[src/rtl/axis_uart_rx_pkg.sv]
// Shared UART definitions: frame geometry, receiver state encoding, error flags
// and the parity helper used by both directions of the link.
package axis_uart_rx_pkg;

  localparam int DATA_WIDTH       = 8;
  localparam int DIVIDER_WIDTH    = 32;
  localparam int UART_MIN_DIVIDER = 4;
  localparam int UART_SYNC_STAGES = 2;

  typedef logic [DIVIDER_WIDTH-1:0] uart_clk_divider_reg_t;

  typedef enum logic [2:0] {
    IDLE,
    START,
    DATA,
    PARITY,
    STOP,
    WAIT
  } uart_state_e;

  typedef struct packed {
    logic frame;
    logic parity;
  } uart_rx_err_t;

  // Expected parity bit for a data byte; odd wins when both enables are set.
  function automatic logic parity(input logic [DATA_WIDTH-1:0] data,
                                  input logic odd,
                                  input logic even);
    logic bit_val;
    bit_val = 1'b0;
    if (odd) begin
      bit_val = ~^data;
    end else if (even) begin
      bit_val = ^data;
    end
    return bit_val;
  endfunction

endpackage

[src/rtl/uart_sync.sv]
// N-flop synchronizer for an asynchronous single-bit input with a selectable
// reset value, so an idle-high line does not look like activity after reset.
module uart_sync
  import axis_uart_rx_pkg::*;
#(
  parameter int   STAGES    = UART_SYNC_STAGES,
  parameter logic RESET_VAL = 1'b1
) (
  input  logic clk_i,
  input  logic rst_i,
  input  logic d_i,
  output logic q_o
);

  logic [STAGES-1:0] sync_q;

  always_ff @(posedge clk_i or posedge rst_i) begin
    if (rst_i) begin
      sync_q <= {STAGES{RESET_VAL}};
    end else begin
      sync_q <= {sync_q[STAGES-2:0], d_i};
    end
  end

  assign q_o = sync_q[STAGES-1];

endmodule

[src/rtl/axis_uart_rx.sv]
// UART receiver: samples the synchronized line at mid-bit, rebuilds each frame
// and hands the byte plus its error flags to an AXI-Stream consumer.
module axis_uart_rx
  import axis_uart_rx_pkg::*;
#(
  parameter int SYNC_STAGES = UART_SYNC_STAGES
) (
  input  logic                     clk_i,
  input  logic                     rst_i,
  input  logic                     uart_rx_i,
  input  logic [DIVIDER_WIDTH-1:0] clk_divider_i,
  input  logic                     parity_odd_i,
  input  logic                     parity_even_i,
  input  logic                     rx_reset_i,
  output logic [DATA_WIDTH-1:0]    m_axis_tdata_o,
  output logic [1:0]               m_axis_tuser_o,
  output logic                     m_axis_tvalid_o,
  input  logic                     m_axis_tready_i,
  output logic                     overrun_o,
  output logic                     busy_o,
  output uart_state_e              state_o
);

  localparam int BIT_IDX_W = $clog2(DATA_WIDTH);
  localparam logic [DIVIDER_WIDTH-1:0] MIN_DIV = DIVIDER_WIDTH'(UART_MIN_DIVIDER);
  localparam logic [DIVIDER_WIDTH-1:0] ONE     = DIVIDER_WIDTH'(1);
  localparam logic [BIT_IDX_W-1:0]     LAST_BIT = BIT_IDX_W'(DATA_WIDTH - 1);

  logic rx_s;

  uart_sync #(
    .STAGES    (SYNC_STAGES),
    .RESET_VAL (1'b1)
  ) u_sync (
    .clk_i (clk_i),
    .rst_i (rst_i),
    .d_i   (uart_rx_i),
    .q_o   (rx_s)
  );

  uart_state_e              state_q, state_d;
  logic [DIVIDER_WIDTH-1:0] cnt_q, cnt_d;
  logic [DIVIDER_WIDTH-1:0] div_q, div_sel;
  logic [BIT_IDX_W-1:0]     bit_idx_q, bit_idx_d;
  logic [DATA_WIDTH-1:0]    shift_q, shift_d;
  logic                     par_odd_q, par_even_q, par_en;
  logic                     par_err_q, par_err_d;
  logic                     latch_cfg, deliver, frm_err;
  logic                     tick, mid_start;
  uart_rx_err_t             err;

  assign div_sel   = (clk_divider_i < MIN_DIV) ? MIN_DIV : clk_divider_i;
  assign par_en    = par_odd_q | par_even_q;
  assign tick      = (cnt_q == div_q - ONE);
  assign mid_start = (cnt_q == (div_q >> 1) - ONE);

  always_comb begin
    state_d   = state_q;
    cnt_d     = cnt_q + ONE;
    bit_idx_d = bit_idx_q;
    shift_d   = shift_q;
    par_err_d = par_err_q;
    latch_cfg = 1'b0;
    deliver   = 1'b0;
    frm_err   = 1'b0;
    unique case (state_q)
      IDLE: begin
        cnt_d = '0;
        if (!rx_s) begin
          state_d   = START;
          latch_cfg = 1'b1;
          par_err_d = 1'b0;
        end
      end
      START: begin
        if (mid_start) begin
          cnt_d = '0;
          if (rx_s) begin
            state_d = IDLE;
          end else begin
            state_d   = DATA;
            bit_idx_d = '0;
          end
        end
      end
      DATA: begin
        if (tick) begin
          cnt_d     = '0;
          shift_d   = {rx_s, shift_q[DATA_WIDTH-1:1]};
          bit_idx_d = bit_idx_q + 1'b1;
          if (bit_idx_q == LAST_BIT) begin
            state_d = par_en ? PARITY : STOP;
          end
        end
      end
      PARITY: begin
        if (tick) begin
          cnt_d     = '0;
          par_err_d = (rx_s != parity(shift_q, par_odd_q, par_even_q));
          state_d   = STOP;
        end
      end
      STOP: begin
        if (tick) begin
          cnt_d   = '0;
          frm_err = ~rx_s;
          deliver = 1'b1;
          state_d = rx_s ? IDLE : WAIT;
        end
      end
      WAIT: begin
        // A held-low line (break) must return high before a new start counts.
        cnt_d = '0;
        if (rx_s) begin
          state_d = IDLE;
        end
      end
      default: begin
        cnt_d   = '0;
        state_d = IDLE;
      end
    endcase
  end

  always_ff @(posedge clk_i or posedge rst_i) begin
    if (rst_i) begin
      state_q    <= IDLE;
      cnt_q      <= '0;
      bit_idx_q  <= '0;
      shift_q    <= '0;
      par_err_q  <= 1'b0;
      div_q      <= MIN_DIV;
      par_odd_q  <= 1'b0;
      par_even_q <= 1'b0;
    end else if (rx_reset_i) begin
      state_q    <= IDLE;
      cnt_q      <= '0;
      bit_idx_q  <= '0;
      shift_q    <= '0;
      par_err_q  <= 1'b0;
      div_q      <= MIN_DIV;
      par_odd_q  <= 1'b0;
      par_even_q <= 1'b0;
    end else begin
      state_q   <= state_d;
      cnt_q     <= cnt_d;
      bit_idx_q <= bit_idx_d;
      shift_q   <= shift_d;
      par_err_q <= par_err_d;
      if (latch_cfg) begin
        div_q      <= div_sel;
        par_odd_q  <= parity_odd_i;
        par_even_q <= parity_even_i;
      end
    end
  end

  assign err = '{frame: frm_err, parity: par_err_q};

  // Stream handshake: a beat transfers on a clock edge where tvalid and tready
  // are both high; tvalid only falls after such an edge, and tdata/tuser hold
  // while tvalid && !tready. A new byte loads only into an empty or draining
  // slot, otherwise it is dropped and overrun_o pulses.
  always_ff @(posedge clk_i or posedge rst_i) begin
    if (rst_i) begin
      m_axis_tdata_o  <= '0;
      m_axis_tuser_o  <= '0;
      m_axis_tvalid_o <= 1'b0;
      overrun_o       <= 1'b0;
    end else if (rx_reset_i) begin
      m_axis_tdata_o  <= '0;
      m_axis_tuser_o  <= '0;
      m_axis_tvalid_o <= 1'b0;
      overrun_o       <= 1'b0;
    end else begin
      overrun_o <= 1'b0;
      if (deliver) begin
        if (!m_axis_tvalid_o || m_axis_tready_i) begin
          m_axis_tdata_o  <= shift_q;
          m_axis_tuser_o  <= err;
          m_axis_tvalid_o <= 1'b1;
        end else begin
          overrun_o <= 1'b1;
        end
      end else if (m_axis_tvalid_o && m_axis_tready_i) begin
        m_axis_tvalid_o <= 1'b0;
      end
    end
  end

  assign busy_o  = (state_q != IDLE);
  assign state_o = state_q;

endmodule

[config.mk]
export PLATFORM = sky130hd
export DESIGN_NAME = axis_uart_rx
export DESIGN_NICKNAME = d
export VERILOG_FILES = /design/src/rtl/axis_uart_rx_pkg.sv /design/src/rtl/uart_sync.sv /design/src/rtl/axis_uart_rx.sv
export SDC_FILE = /design/constraint.sdc
export NUM_CORES = 1
export LEC_CHECK = 0
export BUFFER_PORTS_ARGS = -buffer_cell sky130_fd_sc_hd__buf_4
export CAP_MARGIN = 40
export CELL_PAD_IN_SITES_DETAIL_PLACEMENT = 0
export CELL_PAD_IN_SITES_GLOBAL_PLACEMENT = 1
export CORE_UTILIZATION = 50
export DETAILED_ROUTE_END_ITERATION = 10
export HOLD_SLACK_MARGIN = 0.12
export PLACE_DENSITY_LB_ADDON = 0.12
export SLEW_MARGIN = 5
export SYNTH_ARGS = -nofsm -noshare
export SYNTH_HDL_FRONTEND = slang
export SYNTH_HIERARCHICAL = 1
export SYNTH_SLANG_ARGS = --single-unit
[constraint.sdc]
create_clock -name clk_i -period 7.6 [get_ports clk_i]
set_input_delay 0.38 -clock clk_i [delete_from_list [all_inputs] [get_ports clk_i]]
set_output_delay 0.38 -clock clk_i [all_outputs]
set_load 0.01 [all_outputs]
==> results.cfg <==
[status]
outcome = complete, no violations

[yosys]
synth_ff_type = sky130_fd_sc_hd__dfrtp_1
biggest_area_contributors_in_the_synthesized_netlist = sky130_fd_sc_hd__dfrtp_1, sky130_fd_sc_hd__xor2_1, sky130_fd_sc_hd__xnor2_1, sky130_fd_sc_hd__a22o_1, sky130_fd_sc_hd__nor2_1
synth_area_per_cell_sq_um = 8.73
synth.top_cell.area_share_pct = 34.8
syn-cell-area_sq_mm = 0.00662
yosysWarningCount = 6
synth_seq_area_share_pct = 36.0
postSynth.asyncResetShare_pct = 100
synth_enable_flop_cells = 0
post_synth_num_cell_types = 65
syn_nets = 802
ys_ff_latch = 95
synth_cells = 758
synthDominantAreaCellType = sky130_fd_sc_hd__dfrtp_1

[global_routing]
grt_pass1_vias = 5448
global_route.usage.total_pct = 30.1
grt_first_pass_wirelength_mm = 30.7
antenna_found_initial = 0
grt_start_max_net_pins = 53
grt_overflow_total = 0

[sta]
final_max_slew_viol_count = 0
final_period_demand_of_the_worst_path_ns = 4.71
grt_setup_unrepaired = no
finalSetupViolCount = 0
clock.fmax_mhz = 212
worst_hold_slack_ns = 0.135
finalHoldViolations = 0
period_share_pct = 62.0
setup_total_negative_slack_ns = 0
finalClockSkew_ns = 0.0103
tightestPinTransition_ns = 0.927
max_slew_margin_pct = 37.6

[final_layout]
insertedDiodeCount = 0
drive_above_1_share_pct = 12.3
layout.cell_area.non_filler_sq_mm = 0.00738
nFillCells = 1176
num-nets-final = 811
area_delta_synth_final_pct = 11.6
final_cell_count_no_fill = 944
multi_input_area_sq_mm = 0.00390
utilization_pct = 57.8
final_common_cell = sky130_fd_sc_hd__dfrtp_1
mostFrequentLayoutCells = sky130_fd_sc_hd__dfrtp_1, sky130_fd_sc_hd__nor2_1, sky130_fd_sc_hd__buf_4, sky130_fd_sc_hd__xor2_1, sky130_fd_sc_hd__xnor2_1
ff_latch_area_sq_mm = 0.00238

[power]
power_frac_clock_pct = 26.2
power.internal_mw = 1.13
power_density_mw_per_mm2 = 255
net-switching-power_mw = 0.755
power.leakage_nw = 3.26
power_frac_seq_pct = 35.2
p_sw_share_pct = 40.1
logic_pwr_share_pct = 38.5
worst_ir_drop_vdd_mv = 0.178

[floorplan]
dieArea_sq_mm = 0.0137
design.portCount = 55
coreArea_sq_mm = 0.0128
num_rows = 41
chipWidth_um = 117
die_h_um = 117
floorplan.initialDensity_pct = 51.8

[route]
antenna_left = 0
avgViaCountPerCell = 6.20
post-route-drc-count = 0
drt_pre_antenna_iters = 5
drt-wirelength-per-cell_um = 20.3
starting_drc_count_in_detailed_routing = 458
wl_mm = 19.2
total_via_count_after_detailed_routing = 5857

[clock_tree]
clk_transition_reported_paths_ns = 0.07
cts.path.max_buffers = 2
cts_inserted_buffers = 9
tritoncts = done
clock_tree.htree_level_count = 3
post_cts.resized_instances = 0
insertion_delay_ns = 0.36
cts.sinks = 95
clockRootBuffer = sky130_fd_sc_hd__clkbuf_16

[hold_path]
holdCritPathClass = input pin to flop

[place]
portBuffers = 54
place_area_sq_mm = 0.00705
place_inst = 927
gp_congestion = 0.992
detailedPlacementHpwl_mm = 14.7

[worst_setup_path]
critical_path.max_stage_delay_ns = 0.67
worst_ep_required_time_ns = 7.83
cp-start-kind = flop
cp_slowest_cell = sky130_fd_sc_hd__or4_1
critical_path.endpoint_type = flop
worst_ep_arrival_time_ns = 4.94
critical_path_peak_fanout = 10
path_cells = or4_1 > or4_1 > o31a_1 > or3_1 > or4b_4 > nor4_4 > nand3_1 > mux2i_1 > nor2_1
timing.setup.critical_path_class = flop to flop
critPathMostFrequentCell = sky130_fd_sc_hd__or4_1
cp.buffers_inverters = 0
worst_path_dominant_cell_family = simple AND/OR/NAND/NOR gates

[job]
cap_viol_max_count = 0
==> per-stage QoR <==
step / power [mW] / worst slack, ns
after floorplan: 1.16 / 3.49
after global placement: 1.37 / 3.01
after detailed placement: 1.38 / 2.93
after CTS: 1.88 / 2.91
after global routing: 2.00 / 2.68
final: 1.88 / 2.89
==> power by group through the flow <==
stage | Clock [mW] | Sequential (mW) | Combinational [mW]
after floorplan | 0 | 0.582 | 0.581
after global placement | 0 | 0.667 | 0.706
after detailed placement | 0 | 0.671 | 0.709
after CTS | 0.505 | 0.661 | 0.714
after global routing | 0.529 | 0.674 | 0.793
final | 0.494 | 0.664 | 0.726
==> synth_stat cells (16+ instances only) <==
cell / number
sky130_fd_sc_hd__dfrtp_1: 92
sky130_fd_sc_hd__nor2_1: 80
sky130_fd_sc_hd__xor2_1: 59
sky130_fd_sc_hd__xnor2_1: 58
sky130_fd_sc_hd__clkbuf_1: 56
sky130_fd_sc_hd__nand2_1: 41
sky130_fd_sc_hd__nor4_1: 39
sky130_fd_sc_hd__a22o_1: 36
sky130_fd_sc_hd__nand3_1: 28
sky130_fd_sc_hd__nor3_1: 22
sky130_fd_sc_hd__nand4_1: 19
sky130_fd_sc_hd__o21ai_0: 19
sky130_fd_sc_hd__inv_1: 17
sky130_fd_sc_hd__nand2b_1: 17
sky130_fd_sc_hd__or4_1: 16
==> logic make-up after synthesis <==
| group | share of synthesized area [%] |
|---|---|
| compound gates | 14.3 |
| mux | 2.16 |
| fa+ha+maj | 0.946 |
| flops | 36.0 |
| buf+inv | 5.03 |
| simple gates | 25.8 |
| xor+xnor | 15.8 |
==> area by class of cell <==
cell class,instances,share of cell area [%]
Multi-Input combinational cell,579,52.9
Inverter,17,0.882
Sequential cell,95,32.3
Tap cell,172,2.92
Clock buffer,10,3.10
Clock inverter,6,1.24
Timing Repair Buffer,65,6.70
==> worst paths after layout <==
| check | startpoint | to | slack [ns] | cells past startpoint |
|---|---|---|---|---|
| worst max-delay path | div_q[15] | m_axis_tdata_o[2] | 2.89 | 9 |
| worst min-delay path | uart_rx_i | u_sync/sync_q[0] | 0.14 | 1 |
| worst max register to register | div_q[15] | m_axis_tdata_o[2] | 2.89 | 9 |
| worst min register to register | u_sync/sync_q[0] | u_sync/sync_q[1] | 0.36 | 0 |
| max in group asynchronous | rst_i | div_q[11] | 5.81 | 4 |
| min in group asynchronous | rst_i | u_sync/sync_q[0] | 0.63 | 3 |
==> state kept, by name (all words and copies together) (netlist names) <==
| register | flops |
|---|---|
| cnt_q | 32 |
| m_axis_tuser_o | 2 |
| par_even_q | 1 |
| overrun_o | 1 |
| div_q | 32 |
| shift_q | 8 |
| par_odd_q | 1 |
| u_sync/sync_q | 2 |
| m_axis_tvalid_o | 1 |
| bit_idx_q | 3 |
| state_o | 3 |
| par_err_q | 1 |
| m_axis_tdata_o | 8 |
==> layer usage <==
metal / routed length [um] / track usage, % / vias up
met2: 8700 / 46.7 / 221
met3: 1400 / 6.13 / 27
met4: 331 / 6.58 / 0
li1: - / - / 2760
met5: 0 / 0 / -
met1: 8750 / 43.3 / 2849
==> repair_timing <==
action | 4_1_cts | 5_1_grt
setup buffers | 0 | 0
hold buffers | 1 | 0
hold endpoints to repair | 2 | 0
Power figures use the tool's default switching activity.
